--- src/rtl/arbitro_demux_dest_pkg.sv ---
// Shared definitions for the VC-to-destination demultiplexer:
// parameter defaults, the destination count and the PASS/HOLD state encoding.
package arbitro_demux_dest_pkg;

    // Default geometry of the datapath
    localparam int DATA_W_DEF   = 6;
    localparam int DEST_BIT_DEF = 4;
    localparam int CNT_W_DEF    = 5;

    // Two destination FIFOs, D0 and D1
    localparam int NUM_DEST = 2;

    // Per-destination FSM encoding (kept as plain constants for legacy tools)
    localparam logic [0:0] ST_PASS = 1'b0;
    localparam logic [0:0] ST_HOLD = 1'b1;

endpackage : arbitro_demux_dest_pkg

--- src/rtl/arbitro_demux_dest_if.sv ---
// Bundle of the VC-side inputs and destination-side outputs of the demux.
// The slave modport is the demux itself; the master modport is whoever
// drives the virtual channels and watches the destination FIFOs.
interface arbitro_demux_dest_if
    import arbitro_demux_dest_pkg::*;
#(
    parameter int DATA_W = DATA_W_DEF,
    parameter int CNT_W  = CNT_W_DEF
);

    // Virtual-channel side
    logic              pop_delay_VC0;
    logic              pop_delay_VC1;
    logic [DATA_W-1:0] data_arbitro_VC0;
    logic [DATA_W-1:0] data_arbitro_VC1;

    // Destination FIFO back-pressure
    logic              full_fifo_D0;
    logic              full_fifo_D1;

    // Destination FIFO write side
    logic              push_D0;
    logic              push_D1;
    logic [DATA_W-1:0] data_D0;
    logic [DATA_W-1:0] data_D1;

    // Status
    logic [CNT_W-1:0]  contador_D0;
    logic [CNT_W-1:0]  contador_D1;
    logic              error_drop;
    logic              idle;

    modport slave (
        input  pop_delay_VC0, pop_delay_VC1,
        input  data_arbitro_VC0, data_arbitro_VC1,
        input  full_fifo_D0, full_fifo_D1,
        output push_D0, push_D1,
        output data_D0, data_D1,
        output contador_D0, contador_D1,
        output error_drop, idle
    );

    modport master (
        output pop_delay_VC0, pop_delay_VC1,
        output data_arbitro_VC0, data_arbitro_VC1,
        output full_fifo_D0, full_fifo_D1,
        input  push_D0, push_D1,
        input  data_D0, data_D1,
        input  contador_D0, contador_D1,
        input  error_drop, idle
    );

endinterface : arbitro_demux_dest_if

--- src/rtl/arbitro_demux_dest_retencion_dest.sv ---
// One destination lane: a PASS/HOLD FSM with a single-word hold register,
// a registered push strobe with its data word, and a wrapping push counter.
// A word that arrives while the lane already holds one and the FIFO is
// still full cannot be kept; it is reported on drop for one cycle.
module retencion_dest
    import arbitro_demux_dest_pkg::*;
#(
    parameter int DATA_W = DATA_W_DEF,
    parameter int CNT_W  = CNT_W_DEF
) (
    input  logic              clk,
    input  logic              reset_L,
    input  logic              in_valid,
    input  logic [DATA_W-1:0] in_data,
    input  logic              full,
    output logic              push,
    output logic [DATA_W-1:0] data,
    output logic [CNT_W-1:0]  contador,
    output logic              drop,
    output logic              in_pass
);

    logic [0:0]        state_reg,  state_next;
    logic [DATA_W-1:0] hold_reg,   hold_next;
    logic              push_reg,   push_next;
    logic [DATA_W-1:0] data_reg,   data_next;
    logic [CNT_W-1:0]  cnt_reg,    cnt_next;
    logic              drop_next;

    // Next-state logic: decide whether to push, park or discard this cycle
    always_comb begin
        state_next = state_reg;
        hold_next  = hold_reg;
        push_next  = 1'b0;
        data_next  = data_reg;
        drop_next  = 1'b0;

        case (state_reg)
            ST_PASS: begin
                if (in_valid) begin
                    if (!full) begin
                        // Straight through, one cycle of latency
                        push_next = 1'b1;
                        data_next = in_data;
                    end else begin
                        // FIFO full: park the word until space appears
                        hold_next  = in_data;
                        state_next = ST_HOLD;
                    end
                end
            end
            ST_HOLD: begin
                if (!full) begin
                    // Space available: drain the parked word first
                    push_next = 1'b1;
                    data_next = hold_reg;
                    if (in_valid) begin
                        // New word takes the freed slot, lane stays parked
                        hold_next = in_data;
                    end else begin
                        state_next = ST_PASS;
                    end
                end else if (in_valid) begin
                    // Slot occupied and FIFO still full: nowhere to keep it
                    drop_next = 1'b1;
                end
            end
        endcase
    end

    // Counter follows the push strobe so both update on the same edge
    always_comb begin
        cnt_next = cnt_reg;
        if (push_next) begin
            cnt_next = cnt_reg + CNT_W'(1);
        end
    end

    // State, hold, strobe, data and counter registers
    always_ff @(posedge clk or negedge reset_L) begin
        if (!reset_L) begin
            state_reg <= ST_PASS;
            hold_reg  <= '0;
            push_reg  <= 1'b0;
            data_reg  <= '0;
            cnt_reg   <= '0;
        end else begin
            state_reg <= state_next;
            hold_reg  <= hold_next;
            push_reg  <= push_next;
            data_reg  <= data_next;
            cnt_reg   <= cnt_next;
        end
    end

    assign push     = push_reg;
    assign data     = data_reg;
    assign contador = cnt_reg;
    assign drop     = drop_next;
    assign in_pass  = (state_reg == ST_PASS);

endmodule : retencion_dest

--- src/rtl/arbitro_demux_dest.sv ---
// Demultiplexer from two virtual channels to two destination FIFOs.
// VC0 wins when both channels present a word in the same cycle; the VC1
// word is then discarded and error_drop pulses. The destination is taken
// from a single bit of the word, and each destination has its own lane so
// a parked word on one side never stalls the other.
module arbitro_demux_dest
    import arbitro_demux_dest_pkg::*;
#(
    parameter int DATA_W   = DATA_W_DEF,
    parameter int DEST_BIT = DEST_BIT_DEF,
    parameter int CNT_W    = CNT_W_DEF
) (
    input  logic                 clk,
    input  logic                 reset_L,
    arbitro_demux_dest_if.slave  bus
);

    logic              run_reg;
    logic              valid_raw;
    logic              valid_acc;
    logic              both_pop;
    logic [DATA_W-1:0] word;
    logic              dest_sel;
    logic              error_drop_reg;

    logic [NUM_DEST-1:0] lane_valid;
    logic [NUM_DEST-1:0] lane_full;
    logic [NUM_DEST-1:0] lane_push;
    logic [NUM_DEST-1:0] lane_drop;
    logic [NUM_DEST-1:0] lane_pass;
    logic [DATA_W-1:0]   lane_data [NUM_DEST];
    logic [CNT_W-1:0]    lane_cnt  [NUM_DEST];

    // Inputs are ignored on the first edge after reset release, so the
    // earliest push appears on the second edge
    always_ff @(posedge clk or negedge reset_L) begin
        if (!reset_L) begin
            run_reg <= 1'b0;
        end else begin
            run_reg <= 1'b1;
        end
    end

    // Channel select: VC0 has priority over VC1
    always_comb begin
        valid_raw = bus.pop_delay_VC0 | bus.pop_delay_VC1;
        valid_acc = valid_raw & run_reg;
        both_pop  = bus.pop_delay_VC0 & bus.pop_delay_VC1 & run_reg;
        word      = bus.pop_delay_VC0 ? bus.data_arbitro_VC0 : bus.data_arbitro_VC1;
        dest_sel  = word[DEST_BIT];
    end

    assign lane_full[0] = bus.full_fifo_D0;
    assign lane_full[1] = bus.full_fifo_D1;

    // One lane per destination, steered by the destination bit
    generate
        for (genvar gi = 0; gi < NUM_DEST; gi++) begin : g_lane
            localparam logic LANE_ID = 1'(gi);

            assign lane_valid[gi] = valid_acc & (dest_sel == LANE_ID);

            retencion_dest #(
                .DATA_W (DATA_W),
                .CNT_W  (CNT_W)
            ) u_retencion_dest (
                .clk      (clk),
                .reset_L  (reset_L),
                .in_valid (lane_valid[gi]),
                .in_data  (word),
                .full     (lane_full[gi]),
                .push     (lane_push[gi]),
                .data     (lane_data[gi]),
                .contador (lane_cnt[gi]),
                .drop     (lane_drop[gi]),
                .in_pass  (lane_pass[gi])
            );
        end
    endgenerate

    // Any discarded word this cycle shows as a one-cycle pulse, aligned
    // with the push that results from the same input cycle
    always_ff @(posedge clk or negedge reset_L) begin
        if (!reset_L) begin
            error_drop_reg <= 1'b0;
        end else begin
            error_drop_reg <= both_pop | (|lane_drop);
        end
    end

    assign bus.push_D0     = lane_push[0];
    assign bus.push_D1     = lane_push[1];
    assign bus.data_D0     = lane_data[0];
    assign bus.data_D1     = lane_data[1];
    assign bus.contador_D0 = lane_cnt[0];
    assign bus.contador_D1 = lane_cnt[1];
    assign bus.error_drop  = error_drop_reg;
    assign bus.idle        = (&lane_pass) & ~(|lane_push) & ~valid_raw;

endmodule : arbitro_demux_dest

--- src/flat_wrapper.sv ---
// flat-port wrapper written by rule: the top's interface ports become plain ports
module arbitro_demux_dest_flat import arbitro_demux_dest_pkg::*;
#(
    parameter int DATA_W   = DATA_W_DEF,
    parameter int DEST_BIT = DEST_BIT_DEF,
    parameter int CNT_W    = CNT_W_DEF
)
  (clk, reset_L, bus_pop_delay_VC0, bus_pop_delay_VC1, bus_data_arbitro_VC0, bus_data_arbitro_VC1, bus_full_fifo_D0, bus_full_fifo_D1, bus_push_D0, bus_push_D1, bus_data_D0, bus_data_D1, bus_contador_D0, bus_contador_D1, bus_error_drop, bus_idle);
  arbitro_demux_dest_if #(.DATA_W(DATA_W), .CNT_W(CNT_W)) bus_i ();
  input  logic clk;
  input  logic reset_L;
  input wire logic [$bits(bus_i.pop_delay_VC0)-1:0] bus_pop_delay_VC0;
  input wire logic [$bits(bus_i.pop_delay_VC1)-1:0] bus_pop_delay_VC1;
  input wire logic [$bits(bus_i.data_arbitro_VC0)-1:0] bus_data_arbitro_VC0;
  input wire logic [$bits(bus_i.data_arbitro_VC1)-1:0] bus_data_arbitro_VC1;
  input wire logic [$bits(bus_i.full_fifo_D0)-1:0] bus_full_fifo_D0;
  input wire logic [$bits(bus_i.full_fifo_D1)-1:0] bus_full_fifo_D1;
  output wire logic [$bits(bus_i.push_D0)-1:0] bus_push_D0;
  output wire logic [$bits(bus_i.push_D1)-1:0] bus_push_D1;
  output wire logic [$bits(bus_i.data_D0)-1:0] bus_data_D0;
  output wire logic [$bits(bus_i.data_D1)-1:0] bus_data_D1;
  output wire logic [$bits(bus_i.contador_D0)-1:0] bus_contador_D0;
  output wire logic [$bits(bus_i.contador_D1)-1:0] bus_contador_D1;
  output wire logic [$bits(bus_i.error_drop)-1:0] bus_error_drop;
  output wire logic [$bits(bus_i.idle)-1:0] bus_idle;
  assign bus_i.pop_delay_VC0 = bus_pop_delay_VC0;
  assign bus_i.pop_delay_VC1 = bus_pop_delay_VC1;
  assign bus_i.data_arbitro_VC0 = bus_data_arbitro_VC0;
  assign bus_i.data_arbitro_VC1 = bus_data_arbitro_VC1;
  assign bus_i.full_fifo_D0 = bus_full_fifo_D0;
  assign bus_i.full_fifo_D1 = bus_full_fifo_D1;
  assign bus_push_D0 = bus_i.push_D0;
  assign bus_push_D1 = bus_i.push_D1;
  assign bus_data_D0 = bus_i.data_D0;
  assign bus_data_D1 = bus_i.data_D1;
  assign bus_contador_D0 = bus_i.contador_D0;
  assign bus_contador_D1 = bus_i.contador_D1;
  assign bus_error_drop = bus_i.error_drop;
  assign bus_idle = bus_i.idle;
  arbitro_demux_dest #(.DATA_W(DATA_W), .DEST_BIT(DEST_BIT), .CNT_W(CNT_W)) u_core (.clk(clk), .reset_L(reset_L), .bus(bus_i));
endmodule
--- config.mk ---
export PLATFORM = sky130hd
export DESIGN_NAME = arbitro_demux_dest_flat
export DESIGN_NICKNAME = d
export VERILOG_FILES = /design/src/rtl/arbitro_demux_dest_pkg.sv /design/src/rtl/arbitro_demux_dest_if.sv /design/src/rtl/arbitro_demux_dest_retencion_dest.sv /design/src/rtl/arbitro_demux_dest.sv /design/src/flat_wrapper.sv
export SDC_FILE = /design/constraint.sdc
export NUM_CORES = 1
export LEC_CHECK = 0
export CAP_MARGIN = 10
export CORE_AREA = 5 5 71 73
export DETAILED_ROUTE_END_ITERATION = 8
export DIE_AREA = 0 0 76 78
export PLACE_DENSITY = 0.83
export SYNTH_ARGS = -nofsm -noshare
export SYNTH_HDL_FRONTEND = slang
export SYNTH_SLANG_ARGS = --single-unit
--- constraint.sdc ---
create_clock -name clk -period 2.2 [get_ports clk]
set_input_delay 0.22 -clock clk [delete_from_list [all_inputs] [get_ports clk]]
set_output_delay 0.22 -clock clk [all_outputs]
set_load 0.005 [all_outputs]
==> metrics <==
pins over their slew limit=0; first drt pass iteration count=4; clk buf depth=2; Cells after Synth=176; GRT Overall Usage=14.98%; Die Wd=76 microns; fmax=0.4998 GHz; Final Power=approximately 2.4 mW; WS Path Type=register to output pin; initial antenna violation count=0; Final Cell Area=roughly 2700 sq um; Synth Area in Adders=about 4.6%; clk_lat worst skew=approximately 0.3 ns; ANT nets after route=0; register area share after synthesis=between 40% and 50%; CTS Buf Count=5; skew final=approximately 0.0053 ns; Setup violations, final=0; Worst Setup End Kind=output pin; grt total ovfl=0; Synthesis Warnings=0; Initial Util=between 40% and 50%; clock sinks=40; EDFF count, synth=0; Leakage=around 1.1 nW; Post-Syn Nets=200; # rows=24; Worst setup SP type=register; vias per cell=approximately 5.4; dominant synthesized flop cell=dfrtp_1; Final period util=between 90 and 100%; top-level I/O count=44; final period demand of the worst path=about 2.0 ns; postcts setup bufs=0; FF-to-FF setup slack=about 0.3 ns; RSZ-0062 raised after global routing=no; Simple-Gate Fraction of Synth Area=around an eighth; IO buf count=43; Met2 Wirelength=slightly above 2000 microns; Worst path max stage delay=~0.65 ns; final hold violation count=0; Worst-path clk slew=0.08 ns; hold_buf cts=0; core area=between 4000 and 5000 sq um; Critical Path RT=slightly below 2 ns; fraction of layout cells with a size suffix above 1=roughly a quarter; CP max FO=2; critical-path cell list=or4_2 -> nor3_1 -> dlygate4sd2_1; TritonCTS clock tree=yes; P&R area growth vs syn=30.17%; CP max stage cell=or4_2; CTS Root Buffer Type=clkbuf_8; number of diodes=0; portion of netlist area occupied by mux cells=a little under a fifth; vias post-DR=1,523; Routed met1 length=1946 microns; fin util=between 60 and 70%; wire length of the first global-routing pass=around 7000 microns; Yosys reg bits=40; metal3 WL=179 microns; Bufs and invs on worst path=1; Multi-input gate area=997.2 sq um; Vert. Die Dim=78 microns; Worst slew margin=between 40% and 50%; max-cap violation count=0; R2R Path Start=u_core.g_lane[0].u_retencion_dest.state_reg$_DFF_PN0_; worst hold path class=input port to asynchronous set/reset pin; largest family of logic cells by synthesized area=multiplexers; Post-synth ARST share=100.0%; largest net degree at the start of global routing=41; final instance count without filler cells=283; FF+latch area=between 1000 and 1500 sq um; CP delay by family, top=simple AND/OR/NAND/NOR gates; outcome=finished clean; top sig layer=met4; Post-Syn Area=approximately 2100 sq um; Mean Syn Cell Area=11.69 sq um; number of library cell types mapped by synthesis=39; Final Wtd Congestion=0.7511; die area=between 5000 and 6000 sq um; H-tree depth=2; crit path launch=u_core.g_lane[1].u_retencion_dest.state_reg$_DFF_PN0_; Cell Area, Placed=2597 sq um; detailed placement HPWL=approximately 3200 microns; Post-Route WL=roughly 4300 microns; Hold WS=around 0.035 ns; Worst EP arrival=1.78 ns; initial drt markers=approximately 140; mean routed wirelength per cell=about 15 microns; placed cells=276; Synth Area in Compound Gates=11.50%; DRC Markers=0; Worst Max-Slew Pin Slew=just under 0.9 ns; FILL cells=around 350; post-synthesis xor/xnor area fraction=around 1.7%; vias in the first global route=about 1,500; fin nets=~260; worst IR drop on VDD=between 0.4 and 0.5 mV; pwr dens=910.4 nW/um^2
[cell families after synthesis]
kind of cell,after synthesis
simple gates,44
flops,40
mux,35
compound gates,31
buf+inv,13
fa+ha+maj,8
xor+xnor,4
other cells,1
[what timing repair did]
item,4_1_cts,5_1_grt
endpoints found under the hold margin,0,0
gates resized for setup,1,0
setup endpoints to repair,1,0
[synthesized netlist by cell type, types with 2 or more instances]
cell       n  area, sq um
a21oi_1    4        20.02
nand4_1    2        12.51
nand3b_1   3        22.52
maj3_1     2        20.02
buf_2      2        10.01
nor2_1     2        7.510
nand2_1   18        67.56
a31o_2     2        17.52
nand2b_1   2        12.51
mux2_2    29        326.6
inv_1      7        26.28
mux2i_1    6        60.06
xnor2_1    3        26.28
dfrtp_1   40         1001
o21ai_0   15        75.07
o221ai_1   3        26.28
nand3_1    3        15.01
clkbuf_1   3        11.26
nor2b_1    2        12.51
ha_1       6        75.07
or2_2      4        25.02
[layer usage]
metal	up-vias	global-route usage [%]
met3	8	3.125
met5	-	0
met4	0	8.363
met1	741	18.98
li1	740	-
met2	34	23.80
[worst reg2reg max path, delay by kind of cell, from the launching register on]
kind,cells,cell delay [ns]
buffers and inverters,1,0.09
AO/OA/AOI/OAI,1,0.36
adder cells (fa/ha/maj),1,0.18
multiplexers,1,0.38
AND/OR/NAND/NOR,1,0.29
flip-flops,1,0.47
[area by class of cell]
type                       instances  area share (%)
clock buffer                       5           2.570
clock inverter                     2          0.4673
inverter                           7          0.9813
multi-input combinational        123           37.24
sequential                        40           37.38
tap                               52           2.430
timing repair buffer              54           18.93
[stage by stage]
| step | worst slack (ns) | setup TNS, ns |
|---|---|---|
| floorplan | 0.1992 | 0 |
| global placement | 0.04245 | 0 |
| detailed placement | -0.04696 | -0.04696 |
| CTS | 0.1699 | 0 |
| global route | 0.1163 | 0 |
| finish | 0.1993 | 0 |
[power by group]
part | switching (mW) | total [mW] | leakage, nW | internal, mW
registers | 0.156 | 1.12 | 0.468 | 0.962
logic | 0.294 | 0.850 | 0.624 | 0.556
clock network | 0.255 | 0.470 | 0.0400 | 0.215
[cell usage in the layout (no fill, tap or decap), types with 2 or more instances in the layout]
cell             instances
nor2b_1                  2
nand3_1                  3
a31o_2                   2
nand2b_1                 2
ha_1                     6
dfrtp_1                 40
o21ai_0                 15
nand4_1                  2
or2_2                    4
o221ai_1                 3
mux2i_1                  6
nand2_1                 18
clkdlybuf4s50_1         41
maj3_1                   2
inv_1                    7
mux2_2                  29
buf_4                   11
nor2_1                   2
nand3b_1                 3
xnor2_1                  3
clkbuf_8                 5
a21oi_1                  4
[final timing paths]
check	depth (start not counted)	to
setup reg to reg	5	u_core.g_lane[0].u_retencion_dest.data[2]$_DFFE_PN0P_
min in group clk	1	u_core.g_lane[1].u_retencion_dest.hold_reg[4]$_DFFE_PN0P_
max in group asynchronous	1	u_core.g_lane[0].u_retencion_dest.hold_reg[1]$_DFFE_PN0P_
hold reg to reg	1	u_core.g_lane[1].u_retencion_dest.hold_reg[4]$_DFFE_PN0P_
setup / recovery	3	bus_idle
hold / removal	1	u_core.g_lane[0].u_retencion_dest.contador[2]$_DFFE_PN0P_
Power figures use the tool's default switching activity.
